## src/rtl/gps_frame_ctrl.sv

```systemverilog
// rtl/gps_frame_ctrl.sv - sequences UART bytes into the "@@Ha" message buffer with header, checksum, terminator and timeout checks
//
// Ports:
//   CLOCK_10M   in   system clock
//   RESET       in   asynchronous reset, active-high
//   ENABLE      in   capture enable; low forces IDLE and discards any open frame
//   RDATA[7:0]  in   byte from UART_RX
//   VALID       in   UART_RX byte-valid level; one byte accepted per rising edge
//   WR_EN       out  buffer write strobe (one cycle)
//   WR_ADDR     out  buffer byte index
//   WR_DATA     out  buffer byte
//   BUSY        out  frame open (first '@' seen)
//   FRAME_DONE  out  one-cycle pulse: complete, valid frame stored
//   FRAME_ERR   out  one-cycle pulse: frame aborted
//   ERR_CODE    out  last error cause: 1 header, 2 checksum, 3 terminator, 4 timeout
//   FRAME_CNT   out  good-frame count, wraps
//   ERR_CNT     out  error count, saturates at 255

module gps_frame_ctrl #(
    parameter int         FRAME_LEN   = 154,
    parameter logic [7:0] HDR_ID0     = 8'h48,
    parameter logic [7:0] HDR_ID1     = 8'h61,
    parameter int         TIMEOUT_CYC = 20000
) (
    input  logic        CLOCK_10M,
    input  logic        RESET,
    input  logic        ENABLE,
    input  logic [7:0]  RDATA,
    input  logic        VALID,
    output logic        WR_EN,
    output logic [7:0]  WR_ADDR,
    output logic [7:0]  WR_DATA,
    output logic        BUSY,
    output logic        FRAME_DONE,
    output logic        FRAME_ERR,
    output logic [2:0]  ERR_CODE,
    output logic [15:0] FRAME_CNT,
    output logic [7:0]  ERR_CNT
);

    localparam logic [7:0] SYNC_BYTE = 8'h40;
    localparam logic [7:0] CR_BYTE   = 8'h0D;
    localparam logic [7:0] LF_BYTE   = 8'h0A;

    localparam logic [7:0] LAST_BODY = 8'(FRAME_LEN - 4);
    localparam logic [7:0] ADDR_CK   = 8'(FRAME_LEN - 3);
    localparam logic [7:0] ADDR_CR   = 8'(FRAME_LEN - 2);
    localparam logic [7:0] ADDR_LF   = 8'(FRAME_LEN - 1);

    localparam int GAP_W = $clog2(TIMEOUT_CYC + 1);
    // gap holds the number of cycles elapsed since the last accept cycle, so
    // the error is registered on the edge where it would reach TIMEOUT_CYC-1.
    localparam logic [GAP_W-1:0] GAP_LIMIT = GAP_W'(TIMEOUT_CYC - 2);

    typedef enum logic [3:0] {
        S_IDLE  = 4'd0,
        S_HUNT1 = 4'd1,
        S_HUNT2 = 4'd2,
        S_ID0   = 4'd3,
        S_ID1   = 4'd4,
        S_BODY  = 4'd5,
        S_CKSUM = 4'd6,
        S_CR    = 4'd7,
        S_LF    = 4'd8
    } state_t;

    state_t           state;
    logic             valid_q;
    logic [7:0]       idx;
    logic [7:0]       cksum;
    logic [GAP_W-1:0] gap;

    logic       accept;
    logic       in_frame;
    logic       err_hit;
    logic [2:0] err_code_c;

    assign accept   = VALID & ~valid_q;
    assign in_frame = (state != S_IDLE) && (state != S_HUNT1);

    // Error decode. An accepted byte always takes priority over the timeout.
    always_comb begin
        err_hit    = 1'b0;
        err_code_c = 3'd0;
        if (ENABLE) begin
            if (accept) begin
                case (state)
                    S_ID0: begin
                        if (RDATA != SYNC_BYTE && RDATA != HDR_ID0) begin
                            err_hit    = 1'b1;
                            err_code_c = 3'd1;
                        end
                    end
                    S_ID1: begin
                        if (RDATA != HDR_ID1) begin
                            err_hit    = 1'b1;
                            err_code_c = 3'd1;
                        end
                    end
                    S_CKSUM: begin
                        if (RDATA != cksum) begin
                            err_hit    = 1'b1;
                            err_code_c = 3'd2;
                        end
                    end
                    S_CR: begin
                        if (RDATA != CR_BYTE) begin
                            err_hit    = 1'b1;
                            err_code_c = 3'd3;
                        end
                    end
                    S_LF: begin
                        if (RDATA != LF_BYTE) begin
                            err_hit    = 1'b1;
                            err_code_c = 3'd3;
                        end
                    end
                    default: ;
                endcase
            end else if (in_frame && gap == GAP_LIMIT) begin
                err_hit    = 1'b1;
                err_code_c = 3'd4;
            end
        end
    end

    always_ff @(posedge CLOCK_10M or posedge RESET) begin
        if (RESET) begin
            state      <= S_IDLE;
            valid_q    <= 1'b0;
            idx        <= 8'd0;
            cksum      <= 8'd0;
            gap        <= '0;
            WR_EN      <= 1'b0;
            WR_ADDR    <= 8'd0;
            WR_DATA    <= 8'd0;
            BUSY       <= 1'b0;
            FRAME_DONE <= 1'b0;
            FRAME_ERR  <= 1'b0;
            ERR_CODE   <= 3'd0;
            FRAME_CNT  <= 16'd0;
            ERR_CNT    <= 8'd0;
        end else begin
            valid_q    <= VALID;
            WR_EN      <= 1'b0;
            FRAME_DONE <= 1'b0;
            FRAME_ERR  <= 1'b0;

            if (in_frame) begin
                gap <= accept ? GAP_W'(1) : gap + 1'b1;
            end

            if (!ENABLE) begin
                state <= S_IDLE;
                BUSY  <= 1'b0;
                gap   <= '0;
            end else if (err_hit) begin
                FRAME_ERR <= 1'b1;
                ERR_CODE  <= err_code_c;
                if (ERR_CNT != 8'hFF) begin
                    ERR_CNT <= ERR_CNT + 8'd1;
                end
                state <= S_HUNT1;
                BUSY  <= 1'b0;
                gap   <= '0;
            end else begin
                case (state)
                    S_IDLE: begin
                        state <= S_HUNT1;
                    end
                    S_HUNT1: begin
                        if (accept && RDATA == SYNC_BYTE) begin
                            WR_EN   <= 1'b1;
                            WR_ADDR <= 8'd0;
                            WR_DATA <= RDATA;
                            state   <= S_HUNT2;
                            BUSY    <= 1'b1;
                        end
                    end
                    S_HUNT2: begin
                        if (accept) begin
                            if (RDATA == SYNC_BYTE) begin
                                WR_EN   <= 1'b1;
                                WR_ADDR <= 8'd1;
                                WR_DATA <= RDATA;
                                cksum   <= 8'd0;
                                state   <= S_ID0;
                            end else begin
                                state <= S_HUNT1;
                                BUSY  <= 1'b0;
                                gap   <= '0;
                            end
                        end
                    end
                    S_ID0: begin
                        // Only '@' or HDR_ID0 reach here; other bytes are errors.
                        if (accept) begin
                            WR_EN   <= 1'b1;
                            WR_DATA <= RDATA;
                            if (RDATA == SYNC_BYTE) begin
                                WR_ADDR <= 8'd1;
                                cksum   <= 8'd0;
                            end else begin
                                WR_ADDR <= 8'd2;
                                cksum   <= RDATA;
                                state   <= S_ID1;
                            end
                        end
                    end
                    S_ID1: begin
                        if (accept) begin
                            WR_EN   <= 1'b1;
                            WR_ADDR <= 8'd3;
                            WR_DATA <= RDATA;
                            cksum   <= cksum ^ RDATA;
                            idx     <= 8'd4;
                            // The shortest legal frame has no body bytes.
                            state   <= (FRAME_LEN == 7) ? S_CKSUM : S_BODY;
                        end
                    end
                    S_BODY: begin
                        if (accept) begin
                            WR_EN   <= 1'b1;
                            WR_ADDR <= idx;
                            WR_DATA <= RDATA;
                            cksum   <= cksum ^ RDATA;
                            if (idx == LAST_BODY) begin
                                state <= S_CKSUM;
                            end else begin
                                idx <= idx + 8'd1;
                            end
                        end
                    end
                    S_CKSUM: begin
                        if (accept) begin
                            WR_EN   <= 1'b1;
                            WR_ADDR <= ADDR_CK;
                            WR_DATA <= RDATA;
                            state   <= S_CR;
                        end
                    end
                    S_CR: begin
                        if (accept) begin
                            WR_EN   <= 1'b1;
                            WR_ADDR <= ADDR_CR;
                            WR_DATA <= RDATA;
                            state   <= S_LF;
                        end
                    end
                    S_LF: begin
                        if (accept) begin
                            WR_EN      <= 1'b1;
                            WR_ADDR    <= ADDR_LF;
                            WR_DATA    <= RDATA;
                            FRAME_DONE <= 1'b1;
                            FRAME_CNT  <= FRAME_CNT + 16'd1;
                            state      <= S_HUNT1;
                            BUSY       <= 1'b0;
                            gap        <= '0;
                        end
                    end
                    default: begin
                        state <= S_IDLE;
                        BUSY  <= 1'b0;
                    end
                endcase
            end
        end
    end

endmodule

```

## config.mk

```make
export PLATFORM = sky130hd
export DESIGN_NAME = gps_frame_ctrl
export DESIGN_NICKNAME = d
export VERILOG_FILES = /design/src/rtl/gps_frame_ctrl.sv
export SDC_FILE = /design/constraint.sdc
export NUM_CORES = 1
export LEC_CHECK = 0
export CORE_ASPECT_RATIO = 1.4
export CORE_MARGIN = 10
export CORE_UTILIZATION = 40
export CTS_CLUSTER_SIZE = 24
export DETAILED_ROUTE_END_ITERATION = 10
export PLACE_DENSITY = 0.75
export REMOVE_ABC_BUFFERS = 1
export SETUP_SLACK_MARGIN = 0.2
export SLEW_MARGIN = 10
export SYNTH_ARGS = -nofsm -noshare
export SYNTH_HDL_FRONTEND = slang
export SYNTH_SLANG_ARGS = --single-unit
```

## constraint.sdc

```tcl
create_clock -name CLOCK_10M -period 2.4 [get_ports CLOCK_10M]
set_clock_uncertainty 0.15 [all_clocks]
set_input_delay 0.24 -clock CLOCK_10M [delete_from_list [all_inputs] [get_ports CLOCK_10M]]
set_output_delay 0.24 -clock CLOCK_10M [all_outputs]
set_load 0.005 [all_outputs]
```

Yosys cells after proc, flatten, opt, wreduce, memory -nomap -nowiden --
Index checks and enable logic that the tools add are counted.
Word-level totals: word-level logic and storage cells 171, register bits after elaboration 83, output and inout bits 47
Cells by class: mux-type cells 84, reduce and logical (&&, ||, !) cells 22, bitwise operators 4, add/sub/neg operators 4, equality and inequality tests 43
Operators with widths (number):
- 8-bit two-way mux | 21
- 15-bit two-way mux | 7
- 8-bit case mux with 8 select lines | 1
- 4-bit two-way mux | 12
- 8-bit case mux with 3 select lines | 2
- 4-bit inequality test, second input constant | 11
- 4-bit case mux with 9 select lines | 1
- 15-bit case mux with 2 select lines | 1
- 1-bit two-way mux | 27
- 8-bit by 7-bit inequality test with 1-bit output, second input constant | 3
- 2-bit inequality test, second input constant | 10
- 16-bit by 1-bit adder with 16-bit output, second input constant | 1
- 8-bit by 1-bit adder with 8-bit output, second input constant | 2
- 4-bit by 3-bit == test with 1-bit output, second input constant | 4
- 8-bit by 4-bit inequality test with 1-bit output, second input constant | 2
- 8-bit case mux with 2 select lines | 1
- 15-bit by 1-bit adder with 15-bit output, second input constant | 1
- 15-bit == test, second input constant | 1
- 7-bit AND reduction | 2
- 12-bit AND reduction | 1
- 6-bit OR reduction | 2
- 2-bit two-way mux | 5
- 2-bit case mux with 5 select lines | 1
- 10-bit AND reduction | 1
- other kinds (29) | 37

Depth between registers and ports, before layout --
word-level depth 9, depth in mapped cells 9, depth with buffers taken out 8

Worst setup path after synthesis --
OpenSTA, ideal clock, no wires.
path type reg-to-reg, start register state[2], end register WR_ADDR[7], setup slack -0.001 ns, data required time 2.125 ns, cell stages (with the launch flop) 9, data arrival time 2.127 ns, cell sequence dfrtp_1 -> buf_2 -> or4b_4 -> buf_4 -> o21a_1 -> o21a_4 -> nand3_4 -> buf_4 -> mux2_2
On the way: longest elaborated chain between the ends 8, elaborated cells between the ends (all ways) 29
RTL lines:
- start: declaration | RTL line 67 | state_t state;
- start signal: assignment | RTL line 218 | state <= (FRAME_LEN == 7) ? S_CKSUM : S_BODY;
- 4-bit by 1-bit inequality test with 1-bit output / 4-bit nonzero test (equally long branches) | RTL line 79 | assign in_frame = (state != S_IDLE) && (state != S_HUNT1);
- 1-bit logical AND | RTL line 79
- 1-bit logical AND | RTL line 120 | end else if (in_frame && gap == GAP_LIMIT) begin
- 1-bit two-way mux | RTL line 120
- 1-bit two-way mux | RTL line 86 | if (accept) begin
- 1-bit two-way mux | RTL line 85 | if (ENABLE) begin
- 1-bit NOT (no source line)
- 12-bit AND reduction (no source line)
- end signal: assignment | RTL line 224 | WR_ADDR <= idx;
- end: declaration | RTL line 31 | output logic [7:0] WR_ADDR,
Parallel ways exist; a longest one is shown, timed or not. A chain may end at the register's enable or synchronous reset.

Final worst setup path --
start register state[0], end register FRAME_CNT[11]
On the way: longest elaborated chain between the ends 8, elaborated cells between the ends (all ways) 15
RTL lines:
- 4-bit by 1-bit inequality test with 1-bit output / 4-bit nonzero test (equally long branches) | RTL line 79
- 1-bit logical AND | RTL line 79
- 1-bit logical AND | RTL line 120
- 1-bit two-way mux | RTL line 120
- 1-bit two-way mux | RTL line 86
- 1-bit two-way mux | RTL line 85
- 1-bit NOT (no source line)
- 4-bit AND reduction (no source line) *
- end signal: assignment | RTL line 256 | FRAME_CNT <= FRAME_CNT + 16'd1;
- end: declaration | RTL line 37 | output logic [15:0] FRAME_CNT,
Every way passes the cells marked *; elsewhere a longest branch is shown, timed or not.

==> out/metrics.csv <==
metric,value,unit
drc,0,
die_area,0.01623,mm2
ys_warn_count,0,
clk_latency,350,ps
port-buffer-count,58,
grt_pass1_vias,4434,
dieHeight,146.8,um
hold_slack,128.9,ps
insertedDiodeCount,0,
ys.flop_type,dfrtp_1,
end_kind,register,
synthDistinctLibCells,66,
fin_cells,775,
switchingPower,1200,uW
cts_buffers,9,
swShare,28.82,%
finalHoldViolations,0,
cts_root_buffer,clkbuf_16,
synth_top_area_share,45.22,%
failed_checks,setup timing,
total_power,4164,uW
synthTopCellsByArea,"dfrtp_1, xor2_1, mux2_2",
cts_max_level,3,
wl,13.96,mm
cts_tree,done,
wl_per_cell,18.01,um
antenna_found_initial,0,
clock_sinks,83,
final.setup.tns,-1638,ps
path_max_fanout,7,
fp.dieW,110.6,um
io_pins,59,
nFillCells,899,
rsz0062_at_grt,yes,
p_seq_share,38.6,%
start_util,40.72,%
ir_drop,423.3,uV
drtIter0Drc,313,
clk_pin_slew,60,ps
synth-async-reset-ratio,100.0,%
grt_max_degree,35,
yosys.area.top_type,dfrtp_1,
vias_per_cell,5.583,
worstSetupPathType,register to register,
synth-seq-cells,83,
power_frac_clock,34.1,%
fin_crit_sh,103.9,%
maxCapViolations,0,
power_density,601.5,mW/mm2
hpwl,9.203,mm
hp-class,input port to async pin,
synth_edf_count,0,
pwr-share-comb,27.3,%
avgSynthCellArea,9.589,um2
grt_use_total,15.71,%
setup_viol,34,
ant_nets,0,
setup_ws,-94.18,ps
clockBufferDepth,2,
p_leak,0.003058,uW
syn_area,0.004593,mm2
final_common_cell,buf_4,
start_kind,register,
ys_seq_area_share,45.22,%
dr.pass1.iters,5,
area_growth_syn_to_layout,50.72,%
syn-instance-count,479,
cp.arrival,2570,ps
timing.fmax,0.4009,GHz
fp.coreArea,0.01128,mm2
nets,644,
crit_required,2470,ps
dp_cells,725,
gp_congestion,0.8678,
num_rows,46,
gr-total-overflow,0,
final_cell_mix,"buf_4, dfrtp_1, clkdlybuf4s50_1",
internal_power,2964,uW
worst_pin_slew,641.5,ps
slew_viol_final,0,
drive_above_1_share,35.18,%
dr_total_vias,4327,
min_period,2494,ps
status,finished with violations,
timing.slew.headroom,57.23,%
grt_pass1_wl,21.49,mm
-- cells by family after synthesis --
kind of cell	synth area share, %
AOI/OAI and AO/OA	13.51
xor gates and xnor gates	8.009
adders and majority gates	1.634
buffers and inverters	4.140
DFF	45.22
muxes	5.312
and+or+nand+nor	22.17
-- metal layers --
layer	GRT usage [%]	routed length (um)	share of wire (%)	up-vias
met4	8.486	433	3.1	0
li1	-	-	-	2010
met5	0	0	0	-
met1	16.39	5388	39	2133
met3	2.852	666	4.8	30
met2	28.96	7470	54	154
-- area by class of cell --
| class | count | area (um2) | area share [%] |
|---|---|---|---|
| multi-input cells | 356 | 2769 | 40.00 |
| flip-flops and latches | 83 | 2081 | 30.06 |
| clock buffers | 11 | 242.7 | 3.506 |
| inverters | 14 | 53.80 | 0.7772 |
| well taps | 144 | 180.2 | 2.603 |
| clock inverters | 5 | 61.31 | 0.8856 |
| repair buffers | 162 | 1535 | 22.18 |
-- through the flow --
stage	util (%)	worst slack (ps)	cell area, um2
floorplan	-	-1081	4456
global placement	51.26	-267.9	5783
detailed placement	51.26	-319.8	5783
CTS	56.50	-42.95	6374
global route	61.37	-147.5	6923
finish	61.37	-94.18	6923
-- state kept, by name, summed over array words and instances, names as in the netlist --
name,flops
BUSY,1
ERR_CNT,8
ERR_CODE,3
FRAME_CNT,16
FRAME_DONE,1
FRAME_ERR,1
WR_ADDR,8
WR_DATA,8
WR_EN,1
cksum,8
gap,15
idx,8
state,4
valid_q,1
-- power groups by stage --
stage	Combinational (uW)	Sequential [uW]	Clock [uW]
floorplan	381	1650	0
global placement	862	1630	0
detailed placement	879	1640	0
CTS	996	1600	1430
global route	1220	1620	1480
finish	1140	1610	1420
-- synth_stat cells, types with 5 or more instances --
library cell and count:
xor2_1 25, nor2b_1 8, a21oi_1 14, ha_1 6
o21ai_0 40, xnor2_1 17, dfrtp_1 83, nand4_1 16
nand3_1 21, nand2_1 37, nor3_1 8, a21oi_2 5
inv_1 14, buf_2 7, nor2_1 47, and3_1 19
mux2_2 19, clkbuf_1 11, nand2b_1 5
-- path summary, 6_finish.rpt --
path,startpoint,end,slack [ps],depth (start not counted)
setup reg to reg,state[0]$_DFFE_PP0P_,FRAME_CNT[11]$_DFFE_PP0P_,-90,8
hold reg to reg,FRAME_CNT[15]$_DFFE_PP0P_,FRAME_CNT[15]$_DFFE_PP0P_,330,1
max in group asynchronous,RESET,ERR_CODE[0]$_DFFE_PP0P_,1370,3
min in group CLOCK_10M,RDATA[3],cksum[3]$_DFFE_PP0P_,190,3
setup / recovery,state[0]$_DFFE_PP0P_,FRAME_CNT[11]$_DFFE_PP0P_,-90,8
hold / removal,RESET,FRAME_CNT[13]$_DFFE_PP0P_,130,2
-- what timing repair did --
item | CTS | global route
setup endpoints to repair | 82 | 81
hold buffers | 0 | 0
buffers inserted | 15 | 16
gates cloned | 2 | 1
pin swaps | 11 | 38
resized for setup | 43 | 111
-- worst max-delay path, cell delays in order, from the launching register on --
cell and delay [ps]:
dfrtp_2 460, or4b_4 600, buf_4 170, buf_8 120, nor4_4 280, buf_4 180
and3_1 160, nand3_1 100, xnor2_1 150
(Power assumes the default switching activity.)
==> patch 1, RTL diff (same flow settings) <==
Encoding of `state_t`: now one-hot (9 bits for 9 states).
--- a/src/rtl/gps_frame_ctrl.sv
+++ b/src/rtl/gps_frame_ctrl.sv
@@ -52,16 +52,16 @@
     // the error is registered on the edge where it would reach TIMEOUT_CYC-1.
     localparam logic [GAP_W-1:0] GAP_LIMIT = GAP_W'(TIMEOUT_CYC - 2);
 
-    typedef enum logic [3:0] {
-        S_IDLE  = 4'd0,
-        S_HUNT1 = 4'd1,
-        S_HUNT2 = 4'd2,
-        S_ID0   = 4'd3,
-        S_ID1   = 4'd4,
-        S_BODY  = 4'd5,
-        S_CKSUM = 4'd6,
-        S_CR    = 4'd7,
-        S_LF    = 4'd8
+    typedef enum logic [8:0] {
+        S_IDLE  = 9'b000000001,
+        S_HUNT1 = 9'b000000010,
+        S_HUNT2 = 9'b000000100,
+        S_ID0   = 9'b000001000,
+        S_ID1   = 9'b000010000,
+        S_BODY  = 9'b000100000,
+        S_CKSUM = 9'b001000000,
+        S_CR    = 9'b010000000,
+        S_LF    = 9'b100000000
     } state_t;
 
     state_t           state;
Check against the original RTL: no difference found for any inputs over 4 cycles, from zero or initial values and one cycle with RESET high; so few cycles prove little.
==> patch 1 against the original RTL <==
Die area up 3.5%. Critical path type unchanged. Critical endpoint is now FRAME_CNT[3]. Power shrank 9.7%. Non-clock buffer count increased by 14. Area after synthesis grew 4.1%. Final area rose by 5.6%. Routed wire length rose by 6.1%. First-iteration DRC count shrank 38%. Worst setup slack got worse by 0.15 ns. The flow still finishes with violations (negative setup slack). Count of clock-buffer cells in the layout shrank 2. Global-route usage is 1.3 points higher. Utilization grew 0.81 points. Sequential cell count up 5.
==> patch 1: results (changes against the original RTL) <==
The flow ran to the end, but the final reports show violations. The checks that failed: negative setup slack. For the final hold slack, the log shows 0.106 ns (-0.0227 ns). The total leakage power was 3.50 nW (+14%); the number of input and output port buffers inserted was 58 (unchanged). In this run the worst setup path terminates at FRAME_CNT[3]. The number of global-route vias before repair is 4744 (+7.0%), and the highest net fanout along the worst path is 8 (+1). Biggest cell delay along the critical path: 0.56 ns (-0.04 ns). The mean cell area of the mapped netlist is 9.74 um^2 (+1.6%). The share of the synthesized netlist area taken by xor and xnor gates is 0.0858 (+0.00573), and the met1 layer wirelength in the final routing is 5600 um (+3.9%). The share of the yosys chip area belonging to registers was 0.461 (+0.00856); the count of distinct cell types in the synthesized netlist was 66 (unchanged).

The run gives 922 (+2.6%) as the total of fill cells in the finished design. The run gives 0.431 mV (+1.8%) as the maximum vdd ir drop. For the routing usage on met3, the log shows 0.0390 (+0.0105).

The compound-cell area share of the yosys netlist works out to 0.116 (-0.0187). Broken down by cell family, the worst path's largest delay share belongs to buffers and inverters. The run gives 0.170 (+0.0127) as the global-route total usage across every layer.

The post-layout worst setup margin is -0.249 ns (-0.155 ns). The largest registers in the layout are FRAME_CNT: 16 flops, gap: 15 flops, state: 9 flops. The logs give 79 (+130%) for the total of endpoints with negative setup slack in the final report and 0.911 (+4.9%) for the weighted congestion at the end of routability-driven global placement. The routed length on met2 is 8040 um (+7.6%), and the first-pass GRT wire length is 23500 um (+9.5%). The post-detailed-routing wire length is 14800 um (+6.1%). Counting instances in the post-synthesis netlist gives the leading cell types as sky130_fd_sc_hd__dfrtp_1, sky130_fd_sc_hd__nand2_1, sky130_fd_sc_hd__nor2_1. In the post-synthesis netlist, the biggest area contributors are sky130_fd_sc_hd__dfrtp_1, sky130_fd_sc_hd__xor2_1, sky130_fd_sc_hd__o21ai_0. The routed via count is 4442 (+2.7%). The detailed-route vias per instance works out to 5.50 (-1.4%). The post-DP HPWL was 10000 um (+9.1%).

For the setup slack at placement, the log shows -0.785 ns (-0.465 ns). The highest metal layer with signal wires is met4. The met3 wire length came out at 564 um (-15%). The slew at the pin closest to its max-slew limit was 0.700 ns (+0.0587 ns). The pin count of the biggest net entering global routing came out at 34 (-2.9%). The share of final-layout standard cells stronger than drive strength 1 is 0.376 (+0.0239). The length in cells of the worst reg-to-reg path works out to 11 (+3). The met2 routing resource usage after global routing was 0.306 (+0.0162); the CTS clock-pin slew for the worst setup and hold paths was 0.08 ns (+0.02 ns).

The mux contribution to synthesized area was 0.0364 (-0.0168); the final setup TNS was -11.15 ns (-9.51 ns). The arrival time at the worst endpoint was 2.77 ns (+0.20 ns); the total cell area at the placement stage was 6230 um^2 (+7.7%). The adder and majority gate portion of the synthesized area came out at 0.0157 (-0.000646).
patch 1: area by class of cell:
class,count,area [um^2],area share
Clock inverter,7,71.3,0.00975
Clock buffer,9,225,0.0308
Multi-Input combinational cell,359,2940,0.402
Inverter,21,80.1,0.0109
Sequential cell,88,2210,0.302
Tap cell,147,184,0.0251
Timing Repair Buffer,176,1610,0.220
patch 1: where the power goes:
part | internal, mW | leakage, nW | total, mW | switching [mW]
Clock | 0.736 | 0.146 | 1.41 | 0.677
Sequential | 1.53 | 1.16 | 1.57 | 0.0406
Combinational | 0.366 | 2.19 | 0.776 | 0.410
Total | 2.63 | 3.50 | 3.76 | 1.13
patch 1: timing repair:
item | 4_1_cts | 5_1_grt
gates cloned | 2 | 2
pin swaps | 48 | 41
hold endpoints to repair | 0 | 0
setup buffers | 10 | 4
resized for setup | 103 | 74
setup endpoints to repair | 87 | 87
==> patch 2, RTL diff (same settings) <==
Made on the original files. Set the parameter `FRAME_LEN` to 128 (it was 154).
--- a/src/rtl/gps_frame_ctrl.sv
+++ b/src/rtl/gps_frame_ctrl.sv
@@ -17,7 +17,7 @@
 //   ERR_CNT     out  error count, saturates at 255
 
 module gps_frame_ctrl #(
-    parameter int         FRAME_LEN   = 154,
+    parameter int         FRAME_LEN   = 128,
     parameter logic [7:0] HDR_ID0     = 8'h48,
     parameter logic [7:0] HDR_ID1     = 8'h61,
     parameter int         TIMEOUT_CYC = 20000
Function: no difference found for any inputs over 4 cycles, from zero or initial values and one cycle with RESET high; that may be too few to reach the edited logic, so the function may still have changed.
==> patch 2 against the original RTL <==
Critical path type unchanged. Worst setup slack improved by 0.013 ns. Largest power group unchanged. Critical endpoint is now WR_DATA[4]. Final area is 0.72% higher. Via count is 0.30% lower. Sequential cell count stayed put. The run ends with design-rule violations, negative setup slack left. Area after synthesis shrank 3.5%. Routed wire length rose by 6.0%. Combinational power rose by 56%. Power is 20% higher.
==> patch 2: results (changes against the original RTL) <==
The run finished, with violations left. The checks that failed: design-rule violations, negative setup slack. The first-pass GRT wire length was 20900 um (-2.8%). The post-DP HPWL was 8350 um (-9.3%).

The final setup TNS came out at -0.646 ns (+0.993 ns). Sorting the synthesized cells by area gives the leading types as sky130_fd_sc_hd__dfrtp_1, sky130_fd_sc_hd__xor2_1, sky130_fd_sc_hd__o21ai_0. The detailed-router iteration count before antenna repair came out at 8 (+3). The run gives 3.05 nW (-0.19%) as the total leakage power.

For the total clock buffers created by CTS, the log shows 9 (unchanged). Total cell area at the placement stage: 5580 um^2 (-3.6%). On the critical path, the stage with the largest delay is an instance of sky130_fd_sc_hd__dfrtp_1. The H-tree depth was 3 (unchanged); the highest net fanout along the worst path was 6 (-1). The weighted congestion at the end of routability-driven global placement was 0.878 (+1.2%). The run gives 0 (unchanged) as the initial antenna violation count. The root buffer selected by CTS is sky130_fd_sc_hd__clkbuf_16. The worst hold path belongs to the class in2async. For the maximum vdd ir drop, the log shows 0.440 mV (+3.9%). The slew at the pin closest to its max-slew limit came out at 0.724 ns (+0.0821 ns). Clock latency on the worst-skew pair, taken at its later pin, is 0.36 ns. The number of nets in the layout came out at 624 (-3.1%). The total of max-cap violations came out at 0 (unchanged).

The async set or reset register ratio after synthesis was 1.00 (unchanged); the number of warnings reported in the yosys synthesis log was 0 (unchanged). The global-route total usage across every layer is 0.164 (+0.00718), and the post-detailed-routing wire length is 14800 um (+6.0%). The setup slack at placement is -0.480 ns (-0.160 ns), and the number of global-route vias before repair is 4325 (-2.5%). The run gives -0.0810 ns (+0.0132 ns) as the post-layout worst setup margin.

The total of endpoints with negative setup slack in the final report is 20 (-41%), and the detailed-route vias per instance is 5.74 (+2.7%). The maximum buffer depth of the clock tree came out at 2 (unchanged). The setup check on the worst reg-to-reg path leaves a slack of -0.08 ns.

The logs give 36 (+2.9%) for the pin count of the biggest net entering global routing and 2.56 ns (about the same) for the arrival time at the worst endpoint. The number of input and output port buffers inserted came out at 58 (unchanged). The run gives 4 (+4) as the post-route DRC violation count. The largest registers in the layout are FRAME_CNT: 16 flops, gap: 15 flops. The most used flip-flop cell after synthesis is sky130_fd_sc_hd__dfrtp_1.

Share of final-layout standard cells stronger than drive strength 1: 0.362 (+0.00988). By count the netlist is led by sky130_fd_sc_hd__dfrtp_1, sky130_fd_sc_hd__nor2_1, sky130_fd_sc_hd__o21ai_0. The tools report the total inserted antenna cells as 0 (unchanged). The tools report the iteration-0 DRC count of the detailed router as 347 (+11%). After clock tree synthesis, the clock-pin slew on the worst setup and hold paths is 0.07 ns.

For the share of the yosys chip area belonging to registers, the log shows 0.468 (+0.0162). The biggest cell delay along the critical path is 0.42 ns (-0.18 ns), and the count of distinct cell types in the synthesized netlist is 61 (-7.6%).
-- patch 2: layout make-up --
type,instances,area (um^2)
fillers,729,3890
multi-input cells,344,2760
repair buffers,156,1590
clock buffers,9,225
well taps,141,176
clock inverters,7,82.6
inverters,11,55.1
flip-flops and latches,83,2080
repair inverters,1,11.3
-- patch 2: timing repair --
action,4_1_cts,5_1_grt
setup buffers,14,14
gates resized for setup,95,94
setup endpoints to repair,81,80
gates cloned,4,3
pin swaps,23,52
-- patch 2: cells by family after synthesis --
| family | share of synthesized area |
|---|---|
| AO/OA/AOI/OAI | 0.133 |
| XOR/XNOR | 0.0869 |
| adder cells (fa/ha/maj) | 0.0169 |
| buffers and inverters | 0.0370 |
| flip-flops | 0.468 |
| multiplexers | 0.0324 |
| AND/OR/NAND/NOR | 0.225 |
-- patch 2: per-stage QoR --
stage	hold slack (ns)	cells
after floorplan	0.121	438
after global placement	0.312	701
after detailed placement	0.307	701
after CTS	0.0565	735
after global routing	0.0727	752
final	0.0426	752
-- patch 2: power breakdown --
| part | internal [mW] | switching [mW] | total (mW) |
|---|---|---|---|
| sequential | 1.60 | 0.199 | 1.80 |
| combinational | 0.930 | 0.849 | 1.78 |
| clock | 0.822 | 0.619 | 1.44 |
| total | 3.35 | 1.67 | 5.02 |
-- patch 2: critical path: cells and delay by family (launching register included) --
kind                   cells  cell delay (ns)
XOR/XNOR                   1             0.18
multiplexers               1             0.36
flip-flops                 1             0.42
AND/OR/NAND/NOR            2             0.58
AO/OA/AOI/OAI              2             0.35
buffers and inverters      2             0.32
-- patch 2: final timing paths --
kind,start,to,depth (start not counted)
worst max-delay path,cksum[7],WR_DATA[4],8
worst min-delay path,RESET,FRAME_CNT[7],2
worst max register to register,cksum[7],WR_DATA[4],8
worst min register to register,FRAME_CNT[15],FRAME_CNT[15],1
max in group asynchronous,RESET,ERR_CODE[1],3
min in group CLOCK_10M,RDATA[7],WR_DATA[7],2
-- patch 2: per-layer routing --
| layer | up-vias | global-route usage | share of wire | wire [um] |
|---|---|---|---|---|
| li1 | 1913 | - | - | - |
| met1 | 2133 | 0.182 | 0.37 | 5490 |
| met2 | 203 | 0.276 | 0.52 | 7750 |
| met3 | 65 | 0.0543 | 0.066 | 982 |
| met4 | 0 | 0.0765 | 0.038 | 568 |
| met5 | - | 0 | 0 | 0 |
